===== config.mk =====
export PLATFORM = sky130hd
export DESIGN_NAME = alu_issue_unit_flat
export DESIGN_NICKNAME = d
export VERILOG_FILES = /design/src/rtl/alu_pkg.sv /design/src/rtl/alu_issue_unit_if.sv /design/src/rtl/alu_issue_unit.sv /design/src/flat_wrapper.sv
export SDC_FILE = /design/constraint.sdc
export NUM_CORES = 1
export LEC_CHECK = 0
export BUFFER_PORTS_ARGS = -buffer_cell sky130_fd_sc_hd__clkbuf_2
export CAP_MARGIN = 0
export CORE_ASPECT_RATIO = 1.5
export CORE_MARGIN = 1
export CORE_UTILIZATION = 38
export CTS_BUF_LIST = sky130_fd_sc_hd__clkbuf_4
export DETAILED_ROUTE_END_ITERATION = 10
export PLACE_DENSITY = 0.68
export SLEW_MARGIN = 10
export SYNTH_ARGS = -nofsm -noshare
export SYNTH_HDL_FRONTEND = slang
export SYNTH_SLANG_ARGS = --single-unit

===== constraint.sdc =====
create_clock -name clk -period 1.91 [get_ports clk]
set_clock_uncertainty 0.05 [all_clocks]
set_input_delay 0.2865 -clock clk [delete_from_list [all_inputs] [get_ports clk]]
set_output_delay 0.2865 -clock clk [all_outputs]
set_load 0.02 [all_outputs]

===== src/rtl/alu_pkg.sv =====
// Shared definitions for the ALU issue unit and the combinational ALU it drives:
// opcodes, CMP modifiers, flag bit positions and the issue FSM encoding.
package alu_pkg;

  localparam logic [4:0] OP_ADD  = 5'd0;
  localparam logic [4:0] OP_SUB  = 5'd1;
  localparam logic [4:0] OP_MUL  = 5'd2;
  localparam logic [4:0] OP_DIV  = 5'd3;
  localparam logic [4:0] OP_CMP  = 5'd4;
  localparam logic [4:0] OP_AND  = 5'd5;
  localparam logic [4:0] OP_OR   = 5'd6;
  localparam logic [4:0] OP_XOR  = 5'd7;
  localparam logic [4:0] OP_NOT  = 5'd8;
  localparam logic [4:0] OP_NAND = 5'd9;
  localparam logic [4:0] OP_NOR  = 5'd10;
  localparam logic [4:0] OP_XNOR = 5'd11;
  localparam logic [4:0] OP_SHR  = 5'd13;
  localparam logic [4:0] OP_SHL  = 5'd14;

  // Modifier field lives in op[7:5]
  localparam logic [2:0] CMP_GT = 3'b001;
  localparam logic [2:0] CMP_LT = 3'b010;
  localparam logic [2:0] CMP_EQ = 3'b100;
  localparam logic [2:0] CMP_GE = 3'b101;
  localparam logic [2:0] CMP_LE = 3'b110;
  localparam int         ROTATE_BIT = 5;

  localparam int FLAG_OVF  = 0;
  localparam int FLAG_UNF  = 1;
  localparam int FLAG_GT   = 2;
  localparam int FLAG_EQ   = 3;
  localparam int FLAG_DIV0 = 4;
  localparam int FLAG_UNKN = 5;

  typedef enum logic [1:0] {
    ST_IDLE = 2'd0,
    ST_EXEC = 2'd1,
    ST_DONE = 2'd2
  } issue_state_e;

endpackage


===== src/rtl/alu_issue_unit_if.sv =====
// Request/response bundle between an op producer/consumer and the issue unit.
//
// Handshake: a request transfers on a rising edge where req_valid & req_ready;
// a response transfers where rsp_valid & rsp_ready. A producer holding valid
// keeps its payload stable until the transfer; rsp payload is stable while
// rsp_valid is high and not yet accepted.
interface alu_issue_unit_if #(parameter int BITS = 8);
  logic            req_valid;
  logic            req_ready;
  logic [BITS-1:0] req_op;
  logic [BITS-1:0] req_a;
  logic [BITS-1:0] req_b;
  logic            req_chain;
  logic            rsp_valid;
  logic            rsp_ready;
  logic [BITS-1:0] rsp_z;
  logic [7:0]      rsp_flags;
  logic            rsp_err;

  modport master (
    output req_valid, req_op, req_a, req_b, req_chain, rsp_ready,
    input  req_ready, rsp_valid, rsp_z, rsp_flags, rsp_err
  );

  modport slave (
    input  req_valid, req_op, req_a, req_b, req_chain, rsp_ready,
    output req_ready, rsp_valid, rsp_z, rsp_flags, rsp_err
  );
endinterface


===== src/rtl/alu_issue_unit.sv =====
// Issues one op at a time to an external combinational ALU, registers its
// result one cycle later and holds it until the consumer takes it.
module alu_issue_unit
  import alu_pkg::*;
#(
  parameter int BITS      = 8,
  parameter int LOG2_BITS = 3
) (
  input  logic                clk,
  input  logic                rst_n,
  alu_issue_unit_if.slave     bus,
  input  logic                flag_clr,
  output logic [7:0]          sticky_flags,
  output logic                busy,
  output issue_state_e        dbg_state,
  output logic [BITS-1:0]     alu_a,
  output logic [BITS-1:0]     alu_b,
  output logic [BITS-1:0]     alu_op,
  input  logic [BITS-1:0]     alu_z,
  input  logic [7:0]          alu_flags
);

  issue_state_e    state_q, state_d;
  logic [BITS-1:0] alu_a_q, alu_b_q, alu_op_q;
  logic [BITS-1:0] rsp_z_q, last_z_q;
  logic [7:0]      rsp_flags_q, sticky_q, sticky_d;
  logic            rsp_valid_q, rsp_valid_d;
  logic            req_ready, accept, capture;

  always_comb begin
    req_ready   = (state_q == ST_IDLE) || (state_q == ST_DONE && bus.rsp_ready);
    accept      = bus.req_valid && req_ready;
    capture     = (state_q == ST_EXEC);
    state_d     = state_q;
    rsp_valid_d = rsp_valid_q;
    case (state_q)
      ST_IDLE: if (accept) state_d = ST_EXEC;
      ST_EXEC: begin
        state_d     = ST_DONE;
        rsp_valid_d = 1'b1;
      end
      ST_DONE: if (bus.rsp_ready) begin
        state_d     = accept ? ST_EXEC : ST_IDLE;
        rsp_valid_d = 1'b0;
      end
      default: state_d = ST_IDLE;
    endcase
  end

  // Flags captured this cycle survive a clear raised in the same cycle.
  always_comb begin
    sticky_d = sticky_q;
    if (capture)       sticky_d = (flag_clr ? 8'h00 : sticky_q) | alu_flags;
    else if (flag_clr) sticky_d = 8'h00;
  end

  always_ff @(posedge clk or negedge rst_n) begin
    if (!rst_n) begin
      state_q     <= ST_IDLE;
      alu_a_q     <= '0;
      alu_b_q     <= '0;
      alu_op_q    <= '0;
      rsp_z_q     <= '0;
      rsp_flags_q <= '0;
      rsp_valid_q <= 1'b0;
      last_z_q    <= '0;
      sticky_q    <= '0;
    end else begin
      state_q     <= state_d;
      rsp_valid_q <= rsp_valid_d;
      sticky_q    <= sticky_d;
      if (accept) begin
        alu_a_q  <= bus.req_chain ? last_z_q : bus.req_a;
        alu_b_q  <= bus.req_b;
        alu_op_q <= bus.req_op;
      end
      if (capture) begin
        rsp_z_q     <= alu_z;
        rsp_flags_q <= alu_flags;
        last_z_q    <= alu_z;
      end
    end
  end

  assign bus.req_ready = req_ready;
  assign bus.rsp_valid = rsp_valid_q;
  assign bus.rsp_z     = rsp_z_q;
  assign bus.rsp_flags = rsp_flags_q;
  assign bus.rsp_err   = rsp_flags_q[FLAG_DIV0] | rsp_flags_q[FLAG_UNKN];
  assign sticky_flags  = sticky_q;
  assign busy          = (state_q != ST_IDLE);
  assign dbg_state     = state_q;
  assign alu_a         = alu_a_q;
  assign alu_b         = alu_b_q;
  assign alu_op        = alu_op_q;

endmodule

===== src/flat_wrapper.sv =====
// flat-port wrapper written by rule: the top's interface ports become plain ports
module alu_issue_unit_flat import alu_pkg::*;
#(
  parameter int BITS      = 8,
  parameter int LOG2_BITS = 3
)
  (clk, rst_n, flag_clr, sticky_flags, busy, dbg_state, alu_a, alu_b, alu_op, alu_z, alu_flags, bus_req_valid, bus_req_op, bus_req_a, bus_req_b, bus_req_chain, bus_rsp_ready, bus_req_ready, bus_rsp_valid, bus_rsp_z, bus_rsp_flags, bus_rsp_err);
  alu_issue_unit_if #(.BITS(BITS)) bus_i ();
  input  logic clk;
  input  logic rst_n;
  input  logic flag_clr;
  output logic [7:0] sticky_flags;
  output logic busy;
  output issue_state_e dbg_state;
  output logic [BITS-1:0] alu_a;
  output logic [BITS-1:0] alu_b;
  output logic [BITS-1:0] alu_op;
  input  logic [BITS-1:0] alu_z;
  input  logic [7:0] alu_flags;
  input wire logic [$bits(bus_i.req_valid)-1:0] bus_req_valid;
  input wire logic [$bits(bus_i.req_op)-1:0] bus_req_op;
  input wire logic [$bits(bus_i.req_a)-1:0] bus_req_a;
  input wire logic [$bits(bus_i.req_b)-1:0] bus_req_b;
  input wire logic [$bits(bus_i.req_chain)-1:0] bus_req_chain;
  input wire logic [$bits(bus_i.rsp_ready)-1:0] bus_rsp_ready;
  output wire logic [$bits(bus_i.req_ready)-1:0] bus_req_ready;
  output wire logic [$bits(bus_i.rsp_valid)-1:0] bus_rsp_valid;
  output wire logic [$bits(bus_i.rsp_z)-1:0] bus_rsp_z;
  output wire logic [$bits(bus_i.rsp_flags)-1:0] bus_rsp_flags;
  output wire logic [$bits(bus_i.rsp_err)-1:0] bus_rsp_err;
  assign bus_i.req_valid = bus_req_valid;
  assign bus_i.req_op = bus_req_op;
  assign bus_i.req_a = bus_req_a;
  assign bus_i.req_b = bus_req_b;
  assign bus_i.req_chain = bus_req_chain;
  assign bus_i.rsp_ready = bus_rsp_ready;
  assign bus_req_ready = bus_i.req_ready;
  assign bus_rsp_valid = bus_i.rsp_valid;
  assign bus_rsp_z = bus_i.rsp_z;
  assign bus_rsp_flags = bus_i.rsp_flags;
  assign bus_rsp_err = bus_i.rsp_err;
  alu_issue_unit #(.BITS(BITS), .LOG2_BITS(LOG2_BITS)) u_core (.clk(clk), .rst_n(rst_n), .bus(bus_i), .flag_clr(flag_clr), .sticky_flags(sticky_flags), .busy(busy), .dbg_state(dbg_state), .alu_a(alu_a), .alu_b(alu_b), .alu_op(alu_op), .alu_z(alu_z), .alu_flags(alu_flags));
endmodule

==> qor.csv <==
stage,metric,value,unit
timing,"Slew Viols, Final",0,
cts,# hold bufs at CTS,1,
setup_path,worst-path fanout max,8,
timing,Setup TNS,0,ns
timing,Slew @ Worst Pin,0.6067,ns
pwr,peak supply drop,0.5640,mV
timing,Final setup viols,0,
floorplan,IO Pins,100,
cts,clock latency at the later pin of the worst-skew pair,0.35,ns
drt,DR top layer,met4,
timing,worst rel slew slack,59.55,%
layout,fin nets,318,
placed_design,pre-CTS setup slack,0.3444,ns
grt,GR Overflow Total,0,
grt,first-pass GRT wire length,6575,um
floorplan,Rows,32,
synth,most frequent cell after synthesis,dfrtp_1,
cts,clock sink count,51,
setup_path,crit-path leading delay family,flip-flops,
placed_design,Buffers on Ports,99,
synth,"Seq/Total Area, Yosys",63.16,%
grt,vias in the first global route,1520,
layout,ANT cells,0,
cts,Max Root-Sink Buffers,2,
setup_path,slowest CP cell,dfrtp_1,
grt,largest net degree at the start of global routing,31,
synth,Area contributors post-synth,"dfrtp_1, mux2_2, nand2_1",
drt,"antenna viol nets, final",0,
setup_path,Worst EP arrival,1.32,ns
cts,clock-pin slew on the worst setup and hold paths,0.14,ns
cts,CTS tree,yes,
floorplan,DIE HEIGHT,91.31,um
layout,share of layout cells above drive strength 1,53.48,%
timing,setup slack after layout,0.2538,ns
floorplan,total die area,5619,um2
drt,wl on met1,1686,um
timing,part of the cycle the worst path needs,86.71,%
placed_design,DP Cell Count,332,
synth,Synth area leader,dfrtp_1,
grt,initial antenna violation count,0,
placed_design,placer congestion estimate,0.7658,
grt,GRT Util Overall,15.52,%
drt,drt via density,4.601,
timing,Final Hold Viols,0,
cts,Root Buffer,clkbuf_4,
synth,Synth Cell Area,2021,um2
setup_path,Setup crit end kind,primary output,
job,Max-cap violations,0,
timing,RSZ-0062 raised after global routing,no,
cts,post-CTS sizing,0,
layout,area grow syn2layout,32.76,%
layout,design area,2683,um2
drt,DRC,0,
layout,Non-Filler Instances,341,
synth,Commonest cells post-synth,"dfrtp_1, nand2_1, mux2_2",
synth,asr flop ratio synth,100.0,%
synth,Mapped Cells,167,
drt,initial DRC count,36,
placed_design,DP Area,2620,um2
cts,htree depth,2,
synth,Synth Register Bits,51,
floorplan,Initial Utilization,39.43,%
setup_path,startpoint class of the critical path,flip-flop,
layout,fillcell total,509,
cts,Post-CTS Setup Inserts,0,
synth,dominant synthesized flop cell,dfrtp_1,
synth,Syn Nets,213,
synth,Synth top area share,63.16,%
status,status,finished clean,
synth,"Distinct cells, synth",16,
drt,wire length on met3,198,um
setup_path,CP Buf/Inv Count,1,
drt,WL final,4147,um
drt,metal2 WL,2155,um
synth,"Avg Cell Area, Syn",12.10,um2
setup_path,Worst Setup Path Type,reg -> out,
pwr,PwrDens,1291,nW/um2
timing,Tmin final,1.656,ns
worst_hold_path,Worst Hold Class,in -> reg,
cts,Inserted Clock Buffers,5,
setup_path,critical-path cell list,or2_2 > clkbuf_2,
setup_path,critical path's largest stage delay,0.49,ns
drt,vias,1569,
pwr,Leak,1.438,nW
timing,FMAX,603.8,MHz
synth,Syn. warnings,0,
drt,WL/cell,12.16,um
floorplan,core area,5125,um2
synth,number of flops mapped to enable cells by yosys,0,
setup_path,CP required,1.57,ns
placed_design,HPWL Detailed,3204,um
floorplan,die width,61.54,um
drt,Pre-Repair DR Iteration Count,3,
[area by class of cell]
type	count	area, um2	share of cell area (%)
clock buffer	6	45.04	1.679
clock inverter	2	7.507	0.2799
inverter	9	33.78	1.259
multi-input combinational	100	666.9	24.86
sequential	51	1276	47.57
tap	68	85.08	3.172
timing repair buffer	105	568.0	21.18
[kinds of logic after synthesis]
kind of cell,share of synthesized area (%)
DFF,63.16
buffers and inverters,3.839
and+or+nand+nor,12.45
muxes,17.83
AOI/OAI and AO/OA,2.724
[layout by cell type (no fill, tap or decap)]
cell | Yosys | final
clkbuf_2 | 0 | 99
dfrtp_1 | 51 | 51
nand2_1 | 49 | 49
mux2_2 | 32 | 32
inv_1 | 9 | 9
o21ai_0 | 9 | 9
clkbuf_4 | 0 | 6
buf_4 | 0 | 3
or2_2 | 2 | 2
nand2b_1 | 2 | 2
a21oi_1 | 2 | 2
clkinv_1 | 0 | 2
buf_12 | 0 | 2
nor2b_1 | 1 | 1
nor2b_4 | 1 | 1
nor2_1 | 1 | 1
nor3b_4 | 1 | 1
dlygate4sd3_1 | 0 | 1
[where the power goes]
part / switching [W] / internal [W]
clock network: 0.000308 / 0.000151
registers: 0.000205 / 0.00141
logic: 0.000831 / 0.000553
total: 0.00134 / 0.00212
[per-stage QoR]
step | utilization, % | power, W | hold slack (ns)
floorplan | - | 0.002502 | -0.05909
global placement | 51.12 | 0.003020 | 0.2637
detailed placement | 51.12 | 0.003053 | 0.2677
CTS | 52.34 | 0.003519 | 0.05041
global route | 52.34 | 0.003703 | 0.03489
finish | 52.34 | 0.003462 | 0.06635
[final timing paths]
| path | startpoint | end | slack, ns | depth (start not counted) |
|---|---|---|---|---|
| setup / recovery | u_core.dbg_state[0] | busy | 0.25 | 2 |
| hold / removal | alu_z[3] | u_core.bus.rsp_z[3] | 0.07 | 3 |
| setup reg to reg | u_core.dbg_state[1] | u_core.alu_op[5] | 0.35 | 4 |
| hold reg to reg | u_core.bus.rsp_flags[7] | u_core.bus.rsp_flags[7] | 0.44 | 2 |
| max in group asynchronous | rst_n | u_core.bus.rsp_z[6] | 0.81 | 3 |
| min in group asynchronous | rst_n | u_core.alu_a[2] | 0.42 | 2 |
[per-layer routing]
| metal | track usage, % | up-vias |
|---|---|---|
| li1 | - | 749 |
| met1 | 17.57 | 753 |
| met2 | 26.16 | 57 |
| met3 | 3.704 | 10 |
| met4 | 7.407 | 0 |
| met5 | 0 | - |
[registers in the layout, summed over array words and instances (netlist names)]
signal and cells:
u_core.dbg_state 2, u_core.sticky_flags 8, u_core.alu_op 8, u_core.alu_b 8, u_core.bus.rsp_z 8, u_core.alu_a 8
u_core.bus.rsp_valid 1, u_core.bus.rsp_flags 8
[worst reg2reg max path, delay by kind of cell, from the launching register on]
| kind | cells | cell delay [ns] |
|---|---|---|
| buffers and inverters | 1 | 0.21 |
| flip-flops | 1 | 0.47 |
| multiplexers | 1 | 0.36 |
| AND/OR/NAND/NOR | 2 | 0.38 |
Power figures use the tool's default switching activity.
